`src/rtl/bp_pkg.sv`:
```
// Shared types and helpers for the branch predictor controller.
// Contents:
//   bp_ctr_t     - 2-bit saturating branch counter
//   bp_state_t   - controller state (INIT sweep, RUN)
//   BP_CTR_INIT  - value every counter holds after the sweep (weakly not taken)
//   BP_IDX_W     - index field width carried in a queue entry (>= INDEX_BITS)
//   bp_qentry_t  - one outstanding prediction {idx, pred}
//   bp_next()    - counter training rule
package bp_pkg;

    typedef logic [1:0] bp_ctr_t;

    typedef enum logic {INIT, RUN} bp_state_t;

    localparam bp_ctr_t BP_CTR_INIT = 2'b01;

    // Queue entries carry a fixed-width index so the struct does not depend
    // on the table size; the top truncates it back to INDEX_BITS.
    localparam int BP_IDX_W = 16;

    typedef struct packed {
        logic [BP_IDX_W-1:0] idx;
        logic                pred;
    } bp_qentry_t;

    // Saturating update: move toward 11 on taken, toward 00 on not taken.
    function automatic bp_ctr_t bp_next(bp_ctr_t q, logic taken);
        bp_ctr_t n;
        case (q)
            2'b00:   n = taken ? 2'b01 : 2'b00;
            2'b01:   n = taken ? 2'b10 : 2'b00;
            2'b10:   n = taken ? 2'b11 : 2'b01;
            default: n = taken ? 2'b11 : 2'b10;
        endcase
        return n;
    endfunction

endpackage

```
`src/rtl/branch_predict_ctrl_if.sv`:
```
// Fetch/resolve bus between the pipeline and the branch predictor controller.
// Signals:
//   fetch_valid, fetch_is_branch, fetch_pc  - fetch request (pipeline -> predictor)
//   fetch_ready, predict_taken              - acceptance and prediction (predictor -> pipeline)
//   resolve_valid, resolve_taken            - oldest branch outcome (pipeline -> predictor)
//   mispredict                              - one-cycle squash pulse (predictor -> pipeline)
//   branch_count, mispredict_count          - statistics (predictor -> pipeline)
// Modports: master = pipeline side, slave = predictor side.
interface branch_predict_ctrl_if #(
    parameter int PC_WIDTH = 32
);

    logic                fetch_valid;
    logic                fetch_is_branch;
    logic [PC_WIDTH-1:0] fetch_pc;
    logic                fetch_ready;
    logic                predict_taken;
    logic                resolve_valid;
    logic                resolve_taken;
    logic                mispredict;
    logic [15:0]         branch_count;
    logic [15:0]         mispredict_count;

    modport master (
        output fetch_valid, fetch_is_branch, fetch_pc, resolve_valid, resolve_taken,
        input  fetch_ready, predict_taken, mispredict, branch_count, mispredict_count
    );

    modport slave (
        input  fetch_valid, fetch_is_branch, fetch_pc, resolve_valid, resolve_taken,
        output fetch_ready, predict_taken, mispredict, branch_count, mispredict_count
    );

endinterface

```
`src/rtl/bp_queue.sv`:
```
// In-order FIFO of outstanding predictions.
// Ports:
//   clock, clear      - clock and asynchronous active-high reset
//   push, pushData    - append an entry (ignored when full)
//   pop               - drop the head entry (ignored when empty)
//   flush             - discard every entry; wins over push
//   head              - oldest entry
//   full, empty       - occupancy status
// DEPTH must be a power of two, at least 2, so the pointers wrap naturally.
module bp_queue
    import bp_pkg::*;
#(
    parameter int DEPTH = 4
) (
    input  logic       clock,
    input  logic       clear,
    input  logic       push,
    input  logic       pop,
    input  logic       flush,
    input  bp_qentry_t pushData,
    output bp_qentry_t head,
    output logic       full,
    output logic       empty
);

    localparam int PTR_W = $clog2(DEPTH);
    localparam int CNT_W = PTR_W + 1;

    logic [PTR_W-1:0] wrPtr_q;
    logic [PTR_W-1:0] rdPtr_q;
    logic [CNT_W-1:0] count_q;
    bp_qentry_t       mem_q [DEPTH];

    logic doPush;
    logic doPop;

    assign full   = (count_q == CNT_W'(DEPTH));
    assign empty  = (count_q == '0);
    assign doPush = push && !full;
    assign doPop  = pop && !empty;
    assign head   = mem_q[rdPtr_q];

    // Pointer and occupancy bookkeeping; a flush returns everything to empty.
    always_ff @(posedge clock or posedge clear) begin
        if (clear) begin
            wrPtr_q <= '0;
            rdPtr_q <= '0;
            count_q <= '0;
        end else if (flush) begin
            wrPtr_q <= '0;
            rdPtr_q <= '0;
            count_q <= '0;
        end else begin
            if (doPush) wrPtr_q <= wrPtr_q + PTR_W'(1);
            if (doPop)  rdPtr_q <= rdPtr_q + PTR_W'(1);
            case ({doPush, doPop})
                2'b10:   count_q <= count_q + CNT_W'(1);
                2'b01:   count_q <= count_q - CNT_W'(1);
                default: count_q <= count_q;
            endcase
        end
    end

    // Entry storage needs no reset: nothing is read until it has been pushed.
    always_ff @(posedge clock) begin
        if (doPush && !flush) mem_q[wrPtr_q] <= pushData;
    end

endmodule

```
`src/rtl/branch_predict_ctrl.sv`:
```
// Branch predictor controller: a table of 2-bit saturating counters shared by
// fetch (lookup) and execute (resolve). After reset the table is swept to
// weakly-not-taken; outstanding predictions wait in an in-order queue; each
// resolve trains its counter and flags a mispredict so younger fetches can be
// squashed.
// Ports:
//   clock  - rising-edge clock
//   clear  - asynchronous active-high reset
//   bus    - branch_predict_ctrl_if.slave (fetch, resolve, mispredict, stats)
// Optional feature: define BP_STATS_EN to build saturating 16-bit branch and
// mispredict counters; without it both statistics outputs are tied to zero.
module branch_predict_ctrl
    import bp_pkg::*;
#(
    parameter int PC_WIDTH    = 32,
    parameter int INDEX_BITS  = 6,
    parameter int QUEUE_DEPTH = 4
) (
    input  logic                  clock,
    input  logic                  clear,
    branch_predict_ctrl_if.slave  bus
);

    localparam int ENTRIES = 2 ** INDEX_BITS;

    bp_state_t             state_q, state_d;
    logic [INDEX_BITS-1:0] sweepIdx_q, sweepIdx_d;
    bp_ctr_t               table_q [ENTRIES];
    logic                  mispredict_q;

    logic [PC_WIDTH-1:0]   fetchPc;
    logic [INDEX_BITS-1:0] fetchIdx;
    logic [INDEX_BITS-1:0] headIdx;
    logic                  fetchReady;
    logic                  predictTaken;
    logic                  doPush;
    logic                  doPop;
    logic                  mispredictNow;
    logic                  qFull;
    logic                  qEmpty;
    bp_qentry_t            qHead;
    bp_qentry_t            pushEntry;

    logic                  tableWe;
    logic [INDEX_BITS-1:0] tableWaddr;
    bp_ctr_t               tableWdata;

    logic                  unusedBits;

    assign fetchPc  = bus.fetch_pc;
    assign fetchIdx = fetchPc[INDEX_BITS+1:2];
    assign headIdx  = qHead.idx[INDEX_BITS-1:0];

    // Only a slice of the PC and of the entry index field selects a counter.
    assign unusedBits = ^{fetchPc, qHead.idx};

    // fetch_ready depends on registered state only, never on resolve_valid.
    assign fetchReady    = (state_q == RUN) && !qFull;
    assign predictTaken  = (state_q == RUN) && table_q[fetchIdx][1];
    assign doPush        = bus.fetch_valid && bus.fetch_is_branch && fetchReady;
    assign doPop         = (state_q == RUN) && bus.resolve_valid && !qEmpty;
    assign mispredictNow = doPop && (bus.resolve_taken != qHead.pred);

    assign pushEntry.idx  = BP_IDX_W'(fetchIdx);
    assign pushEntry.pred = predictTaken;

    // A mispredict flushes the queue, which also swallows a same-cycle push.
    bp_queue #(
        .DEPTH (QUEUE_DEPTH)
    ) u_queue (
        .clock    (clock),
        .clear    (clear),
        .push     (doPush),
        .pop      (doPop),
        .flush    (mispredictNow),
        .pushData (pushEntry),
        .head     (qHead),
        .full     (qFull),
        .empty    (qEmpty)
    );

    // Next state and the single table write port: the sweep owns it in INIT,
    // resolve training owns it in RUN.
    always_comb begin
        state_d    = state_q;
        sweepIdx_d = sweepIdx_q;
        tableWe    = 1'b0;
        tableWaddr = sweepIdx_q;
        tableWdata = BP_CTR_INIT;
        case (state_q)
            INIT: begin
                tableWe    = 1'b1;
                sweepIdx_d = sweepIdx_q + INDEX_BITS'(1);
                if (sweepIdx_q == '1) state_d = RUN;
            end
            RUN: begin
                if (doPop) begin
                    tableWe    = 1'b1;
                    tableWaddr = headIdx;
                    tableWdata = bp_next(table_q[headIdx], bus.resolve_taken);
                end
            end
        endcase
    end

    // State, sweep index and the registered mispredict pulse.
    always_ff @(posedge clock or posedge clear) begin
        if (clear) begin
            state_q      <= INIT;
            sweepIdx_q   <= '0;
            mispredict_q <= 1'b0;
        end else begin
            state_q      <= state_d;
            sweepIdx_q   <= sweepIdx_d;
            mispredict_q <= mispredictNow;
        end
    end

    // Counter table: reads are combinational, so a same-index lookup in the
    // update cycle still sees the old value.
    always_ff @(posedge clock) begin
        if (tableWe) table_q[tableWaddr] <= tableWdata;
    end

`ifdef BP_STATS_EN
    logic [15:0] branchCount_q;
    logic [15:0] mispCount_q;

    // Saturating statistics; untouched by a mispredict flush.
    always_ff @(posedge clock or posedge clear) begin
        if (clear) begin
            branchCount_q <= '0;
            mispCount_q   <= '0;
        end else begin
            if (doPop && (branchCount_q != 16'hFFFF))
                branchCount_q <= branchCount_q + 16'd1;
            if (mispredictNow && (mispCount_q != 16'hFFFF))
                mispCount_q <= mispCount_q + 16'd1;
        end
    end

    assign bus.branch_count     = branchCount_q;
    assign bus.mispredict_count = mispCount_q;
`else
    assign bus.branch_count     = 16'h0000;
    assign bus.mispredict_count = 16'h0000;
`endif

    assign bus.fetch_ready   = fetchReady;
    assign bus.predict_taken = predictTaken;
    assign bus.mispredict    = mispredict_q;

endmodule
```
`src/flat_wrapper.sv`:
```
// flat-port wrapper written by rule: the top's interface ports become plain ports
module branch_predict_ctrl_flat import bp_pkg::*;
#(
    parameter int PC_WIDTH    = 32,
    parameter int INDEX_BITS  = 6,
    parameter int QUEUE_DEPTH = 4
)
  (clock, clear, bus_fetch_valid, bus_fetch_is_branch, bus_fetch_pc, bus_resolve_valid, bus_resolve_taken, bus_fetch_ready, bus_predict_taken, bus_mispredict, bus_branch_count, bus_mispredict_count);
  branch_predict_ctrl_if #(.PC_WIDTH(PC_WIDTH)) bus_i ();
  input  logic clock;
  input  logic clear;
  input wire logic [$bits(bus_i.fetch_valid)-1:0] bus_fetch_valid;
  input wire logic [$bits(bus_i.fetch_is_branch)-1:0] bus_fetch_is_branch;
  input wire logic [$bits(bus_i.fetch_pc)-1:0] bus_fetch_pc;
  input wire logic [$bits(bus_i.resolve_valid)-1:0] bus_resolve_valid;
  input wire logic [$bits(bus_i.resolve_taken)-1:0] bus_resolve_taken;
  output wire logic [$bits(bus_i.fetch_ready)-1:0] bus_fetch_ready;
  output wire logic [$bits(bus_i.predict_taken)-1:0] bus_predict_taken;
  output wire logic [$bits(bus_i.mispredict)-1:0] bus_mispredict;
  output wire logic [$bits(bus_i.branch_count)-1:0] bus_branch_count;
  output wire logic [$bits(bus_i.mispredict_count)-1:0] bus_mispredict_count;
  assign bus_i.fetch_valid = bus_fetch_valid;
  assign bus_i.fetch_is_branch = bus_fetch_is_branch;
  assign bus_i.fetch_pc = bus_fetch_pc;
  assign bus_i.resolve_valid = bus_resolve_valid;
  assign bus_i.resolve_taken = bus_resolve_taken;
  assign bus_fetch_ready = bus_i.fetch_ready;
  assign bus_predict_taken = bus_i.predict_taken;
  assign bus_mispredict = bus_i.mispredict;
  assign bus_branch_count = bus_i.branch_count;
  assign bus_mispredict_count = bus_i.mispredict_count;
  branch_predict_ctrl #(.PC_WIDTH(PC_WIDTH), .INDEX_BITS(INDEX_BITS), .QUEUE_DEPTH(QUEUE_DEPTH)) u_core (.clock(clock), .clear(clear), .bus(bus_i));
endmodule
```
`config.mk`:
```
export PLATFORM = sky130hd
export DESIGN_NAME = branch_predict_ctrl_flat
export DESIGN_NICKNAME = d
export VERILOG_FILES = /design/src/rtl/bp_pkg.sv /design/src/rtl/branch_predict_ctrl_if.sv /design/src/rtl/bp_queue.sv /design/src/rtl/branch_predict_ctrl.sv /design/src/flat_wrapper.sv
export SDC_FILE = /design/constraint.sdc
export NUM_CORES = 1
export LEC_CHECK = 0
export ABC_AREA = 1
export CORE_AREA = 2 2 126 128
export CTS_BUF_LIST = sky130_fd_sc_hd__clkbuf_16
export CTS_CLUSTER_DIAMETER = 100
export DETAILED_ROUTE_END_ITERATION = 8
export DIE_AREA = 0 0 128 130
export PLACE_DENSITY = 0.78
export SLEW_MARGIN = 20
export SYNTH_ARGS = -nofsm -noshare
export SYNTH_HDL_FRONTEND = slang
export SYNTH_SLANG_ARGS = --single-unit
```
`constraint.sdc`:
```
create_clock -name clock -period 3.8 [get_ports clock]
set_clock_uncertainty 0.15 [all_clocks]
set_input_delay 0.76 -clock clock [delete_from_list [all_inputs] [get_ports clock]]
set_output_delay 0.76 -clock clock [all_outputs]
set_load 0.005 [all_outputs]
```
Yosys cells after proc, flatten, opt, wreduce, memory -nomap -nowiden
Memories as Yosys holds them, arrays and structs flattened.
Cells that the tools add are included.
{ "classes": {"bitwise_logic": 1, "n_reduce_logical": 18, "eq_ne": 7, "muxes": 23, "n_addsub": 5} }
{ "op_table": {"columns": ["operator", "n"], "rows": [
  ["2-bit two-way mux", 8],
  ["6-bit two-way mux", 2],
  ["1-bit logical AND", 10],
  ["1-bit two-way mux", 9],
  ["6-bit by 1-bit adder with 6-bit output, second input constant", 1],
  ["6-bit == test, second input constant", 1],
  ["2-bit one-hot mux with 3 select lines", 1],
  ["3-bit one-hot mux with 2 select lines", 1],
  ["2-bit by 1-bit adder with 2-bit output, second input constant", 2],
  ["2-bit by 1-bit == test with 1-bit output, second input constant", 2],
  ["2-bit == test, second input constant", 2],
  ["2-bit nonzero test", 2],
  ["3-bit by 1-bit adder with 3-bit output, second input constant", 1],
  ["3-bit == test, second input constant", 1],
  ["1-bit zero test", 3],
  ["3-bit zero test", 1],
  ["3-bit two-way mux", 1],
  ["3-bit nonzero test", 1],
  ["3-bit by 1-bit subtractor with 3-bit output, second input constant", 1],
  ["2-bit zero test", 1],
  ["1-bit one-hot mux with 2 select lines", 1],
  ["1-bit inequality test", 1],
  ["1-bit NOT", 1]
]} }
{ "totals": {"elab_cells": 62, "output_inout_bits": 35, "in_bits": 38, "n_memories": 2, "ff_bits": 15, "mem_bits_rw": 156} }
{ "mem_list": {"columns": ["name", "depth", "word_bits", "read_ports", "rd_clocked_by_memory_dff", "write_ports", "line", "text"], "rows": [
  ["u_core.table_q", 64, 2, 2, 0, 1, "branch_predict_ctrl.sv:28", "bp_ctr_t table_q [ENTRIES];"],
  ["u_core.u_queue.mem_q", 4, 7, 1, 0, 1, "bp_queue.sv:32", "bp_qentry_t mem_q [DEPTH];"]
]} }

Longest topological paths before layout
{ "logic_depth": {"depth_word": 8, "mapped_depth": 19, "ltp_nobuf": 17} }

Modules after synthesis
A second synthesis with hierarchy kept.
{ "hier_totals": {"cells_unflattened": 970, "area_unflattened_um2": 9983.3} }
{ "by_module_without_submodules": {"columns": ["mod", "cells_per_inst", "area_per_inst_um2", "seq_area_each_um2", "n_inst"], "rows": [
  ["branch_predict_ctrl", 739, 6996.7, 4043.9, 1],
  ["bp_queue", 231, 2986.6, 2217.1, 1]
]} }

Worst setup path before layout
OpenSTA, ideal clock, no wires.
{ "synth_path": {"path_kind": "reg2reg", "from": "reg u_core.u_queue.rdPtr_q[1]", "to": "mem u_core.table_q[0][1] (netlist name) (data pin)", "synth_period_minus_slack_ns": 3.087, "t_arrival_ns": 2.554, "slack_ns": 0.713, "n_path_buf": 3, "required_time_ns": 3.267, "path_stages_with_launch": 15, "path_cell_list": "dfrtp_1 > buf_4 > inv_4 > nand3_2 > buf_4 > buf_4 > nand3b_1 > nand3_1 > nand3_1 > nand3_1 > nand3_1 > nand3_1 > nand3_1 > nand2_1 > nor2_2"} }
{ "synth_between": {"elab_chain_cells": 6, "elab_cells_between_ends": 8, "classes_between": "2 x eq/ne; 3 x mux; 1 x reduce/logical; 2 x memory"} }
{ "synth_rtl": {"columns": ["item", "line", "text"], "rows": [
  ["start: declaration", "bp_queue.sv:30", "logic [PTR_W-1:0] rdPtr_q;"],
  ["start signal: assignment", "bp_queue.sv:55", "if (doPop) rdPtr_q <= rdPtr_q + PTR_W'(1);"],
  ["memory read 4 x 7 bit *", null, null],
  ["memory read 64 x 2 bit *", null, null],
  ["2-bit == test, or another cell as far along", "bp_pkg.sv:29", "case (q)"],
  ["2-bit one-hot mux with 3 select lines *", "bp_pkg.sv:29", null],
  ["2-bit two-way mux *", "branch_predict_ctrl.sv:97", "if (doPop) begin"],
  ["2-bit two-way mux *", "branch_predict_ctrl.sv:90", "case (state_q)"],
  ["via u_core.tableWdata[1]", "branch_predict_ctrl.sv:46", "bp_ctr_t tableWdata;"],
  ["end: declaration", "branch_predict_ctrl.sv:28", null]
]} }
Mark *: on every way through the listed nets, which the timed path passes. The rest lies on a longest branch.

Worst setup path in the final report
{ "layout_path": {"from": "in bus_fetch_pc[4]", "to": "out bus_predict_taken"} }
{ "layout_between": {"elab_chain_cells": 2} }
{ "layout_rtl": {"columns": ["item", "line", "text"], "rows": [
  ["start: declaration", "flat_wrapper.sv:14", "input wire logic [$bits(bus_i.fetch_pc)-1:0] bus_fetch_pc;"],
  ["memory read 64 x 2 bit", null, null],
  ["1-bit logical AND", "branch_predict_ctrl.sv:59", "assign predictTaken = (state_q == RUN) && table_q[fetchIdx][1];"],
  ["end: declaration", "flat_wrapper.sv:18", "output wire logic [$bits(bus_i.predict_taken)-1:0] bus_predict_taken;"]
]} }
No other way between the ends.

==> flow_metrics.py <==
metrics = {
    "critical_path": {
        "critical_path_required_ns": 2.89,
        "crit_type": "in2out",
        "path_max_fanout": 6,
        "crit_chain": "clkdlybuf4s50_1, inv_2, buf_12, o221ai_1, nand3_1, o211ai_1, o211ai_1, a21oi_1, buf_4, clkdlybuf4s50_1",
        "startpoint_type": "input port",
        "critPathSlowestCell": "clkdlybuf4s50_1",
        "cp_slowest_stage_delay_ns": 0.52,
        "worst_setup_path_end_kind": "output port",
        "critical_path_arrival_ns": 2.82,
    },
    "pwr": {
        "max-vdd-ir-drop_mv": 0.312,
        "leakagePower_nw": 3.43,
        "cellPowerDensity_nw_per_um2": 401,
        "post-layout-total-power_mw": 3.80,
    },
    "timing": {
        "period_share": 0.980,
        "finalHoldViolCount": 0,
        "setup_violations": 0,
        "relSlewSlack": 0.526,
        "rsz0062_at_grt": "no",
        "slew_violations": 0,
        "worstMarginPinSlew_ns": 0.709,
        "period_minus_slack_ns": 3.73,
        "setup-tns-final_ns": 0,
        "whs_ns": 0.363,
        "max_freq_mhz": 268,
    },
    "outcome": {
        "outcome": "complete, no violations",
    },
    "global_route": {
        "grt_start_max_net_pins": 65,
        "grt_pass1_wl_um": 34100,
        "grt_overflow_total": 0,
        "grt_pass1_vias": 6421,
        "antenna_found_initial": 0,
        "groute.usage.overall": 0.274,
    },
    "clocking": {
        "numCtsBuffers": 17,
        "clkLatencyLatePin_ns": 0.44,
        "cts_hold_buf": 0,
        "cts.htree.levels": 4,
        "cts.sinks": 171,
        "clk_path_buf_depth": 2,
        "clkTransAtPathRegs_ns": 0.07,
        "root_buffer": "clkbuf_16",
        "cts_tree": "built",
    },
    "logic_synthesis": {
        "yosysSeqAreaShare": 0.588,
        "synth_mux_area_frac": 0,
        "synth-simple-area-share": 0.260,
        "synthAdderAreaFrac": 0.0111,
        "synth-edff-count": 156,
        "synth_xor_xnor_area_share": 0.00611,
        "synth_async_sr_flop_share": 0.0877,
        "synth_seq_cells": 171,
        "synth_top_family_by_area": "simple AND/OR/NAND/NOR gates",
        "synth_flop_cell": "edfxtp_1",
        "syn_inst": 873,
        "synth-compound-area-share": 0.0509,
        "yosys_warnings": 0,
        "ys_types": 37,
        "syn_area_per_cell_sq_um": 9.85,
        "synth_area_sq_um": 8600,
    },
    "finish": {
        "nets": 939,
        "drive_gt1_frac": 0.110,
        "diodes": 0,
        "fill_cells": 1215,
        "final_util": 0.615,
        "design_area_sq_um": 9480,
        "area_growth_syn_to_layout_pct": 10.2,
    },
    "route": {
        "wirelength_um": 21800,
        "num_vias": 6776,
        "drt_iter0_drc": 981,
        "drc_errors": 0,
        "routedWlPerCell_um": 19.8,
        "dr.pass1.iters": 8,
        "drt.antenna.violating_nets": 0,
        "viasPerCell": 6.17,
    },
    "die": {
        "dieHeight_um": 130,
        "core_sq_um": 15400,
        "start_util": 0.558,
        "ioPinCount": 73,
        "chipWidth_um": 128,
        "rows": 46,
        "die_area_sq_um": 16600,
    },
    "hold_path": {
        "hp-class": "reg2reg",
    },
    "job": {
        "drv_cap": 0,
    },
    "placement": {
        "gp_congestion": 0.959,
        "io_buffers": 14,
        "place_area_sq_um": 8870,
        "hpwl_um": 13600,
    },
}
## Yosys cell counts (6+ instances only)
library cell  number  area (sq um)
nand3_1          196           981
edfxtp_1         156          4680
nand2_1          156           586
nor2_1           111           417
buf_4             45           338
o21ai_0           41           205
inv_1             40           150
dfrtp_1           15           375
buf_2             13          65.1
o221ai_1          12           105
clkbuf_1           9          33.8
inv_2              9          33.8
nand4_2            8           100
buf_6              7          78.8
nand3b_1           7          52.6
ha_1               6          75.1
## kinds of logic (layout without fill, tap and decap cells)
| group | count (synthesis) | count (layout) |
|---|---|---|
| simple gates | 491 | 491 |
| compound gates | 71 | 71 |
| other cells | 1 | 32 |
| xor+xnor | 6 | 6 |
| flops | 171 | 171 |
| fa+ha+maj | 7 | 7 |
| buf+inv | 126 | 129 |
## cell type report
class / count / area (sq um) / share of cell area
clock buffer: 17 / 425 / 0.0449
clock inverter: 15 / 144 / 0.0152
inverter: 52 / 203 / 0.0214
multi-input combinational: 607 / 2950 / 0.311
sequential: 171 / 5060 / 0.534
tap: 192 / 240 / 0.0253
timing repair buffer: 45 / 460 / 0.0486
## flip-flops by register name, summed over array words and instances (netlist names)
register	flops
u_core.state_q	1
u_core.sweepIdx_q	6
u_core.bus.mispredict	1
u_core.u_queue.mem_q	28
u_core.table_q	128
u_core.u_queue.count_q	3
u_core.u_queue.rdPtr_q	2
u_core.u_queue.wrPtr_q	2
## metal layers
| layer | up-vias | track usage | share of wire |
|---|---|---|---|
| met5 | - | 0 | 0 |
| met4 | 0 | 0.139 | 0.044 |
| met3 | 84 | 0.0640 | 0.11 |
| met2 | 461 | 0.439 | 0.47 |
| met1 | 3201 | 0.355 | 0.38 |
| li1 | 3030 | - | - |
## cell usage in the layout (no fill, tap or decap), types with 3 or more instances in the layout
cell type,instances
nor2_1,111
inv_4,3
inv_2,12
o21ai_0,40
ha_1,6
nand3b_1,7
inv_6,3
clkinv_4,4
edfxtp_1,156
nand3_2,3
o21ai_1,3
nand2_1,155
o22ai_1,4
inv_1,39
buf_6,4
o221ai_1,12
buf_12,6
nand2_2,3
xor2_1,4
nand3_1,196
a31oi_1,3
nand4_2,8
conb_1,32
clkinvlp_4,3
clkbuf_16,17
buf_4,20
a21oi_1,3
clkdlybuf4s50_1,12
dfrtp_1,15
## timing repair
item / CTS / global route
pin swaps: 1 / 4
setup endpoints to repair: 1 / 1
setup buffers: 4 / 0
gates resized for setup: 7 / 9
hold endpoints to repair: 0 / 0
## through the flow
stage | std cells | setup WS [ns]
after floorplan | 904 | 0.713
after global placement | 1063 | -0.163
after detailed placement | 1063 | -0.265
after CTS | 1099 | 0.0127
after global routing | 1099 | 0.000201
final | 1099 | 0.0745
## worst paths after layout
path | from | end | slack [ns] | cells after the start
setup reg to reg | u_core.u_queue.rdPtr_q[0] | u_core.table_q[50][0] | 0.48 | 16
hold / removal | u_core.sweepIdx_q[5] | u_core.sweepIdx_q[5] | 0.36 | 1
setup / recovery | bus_fetch_pc[4] | bus_predict_taken | 0.07 | 10
min in group asynchronous | clear | u_core.sweepIdx_q[5] | 0.53 | 2
hold reg to reg | u_core.sweepIdx_q[5] | u_core.sweepIdx_q[5] | 0.36 | 1
max in group asynchronous | clear | u_core.u_queue.wrPtr_q[0] | 2.60 | 2
## critical path, delay by kind of cell
family | cells | cell delay (ns)
AOI/OAI and AO/OA | 4 | 0.48
buffers and inverters | 5 | 1.41
and+or+nand+nor | 1 | 0.17
## where the power goes
group	total, mW	leakage [nW]	internal (mW)	switching (mW)
Sequential	2.03	1.33	2.03	0
Combinational	0.100	1.83	0.0373	0.0630
Clock	1.67	0.277	0.913	0.758
Note: power is estimated with default switching activity, not from simulation.
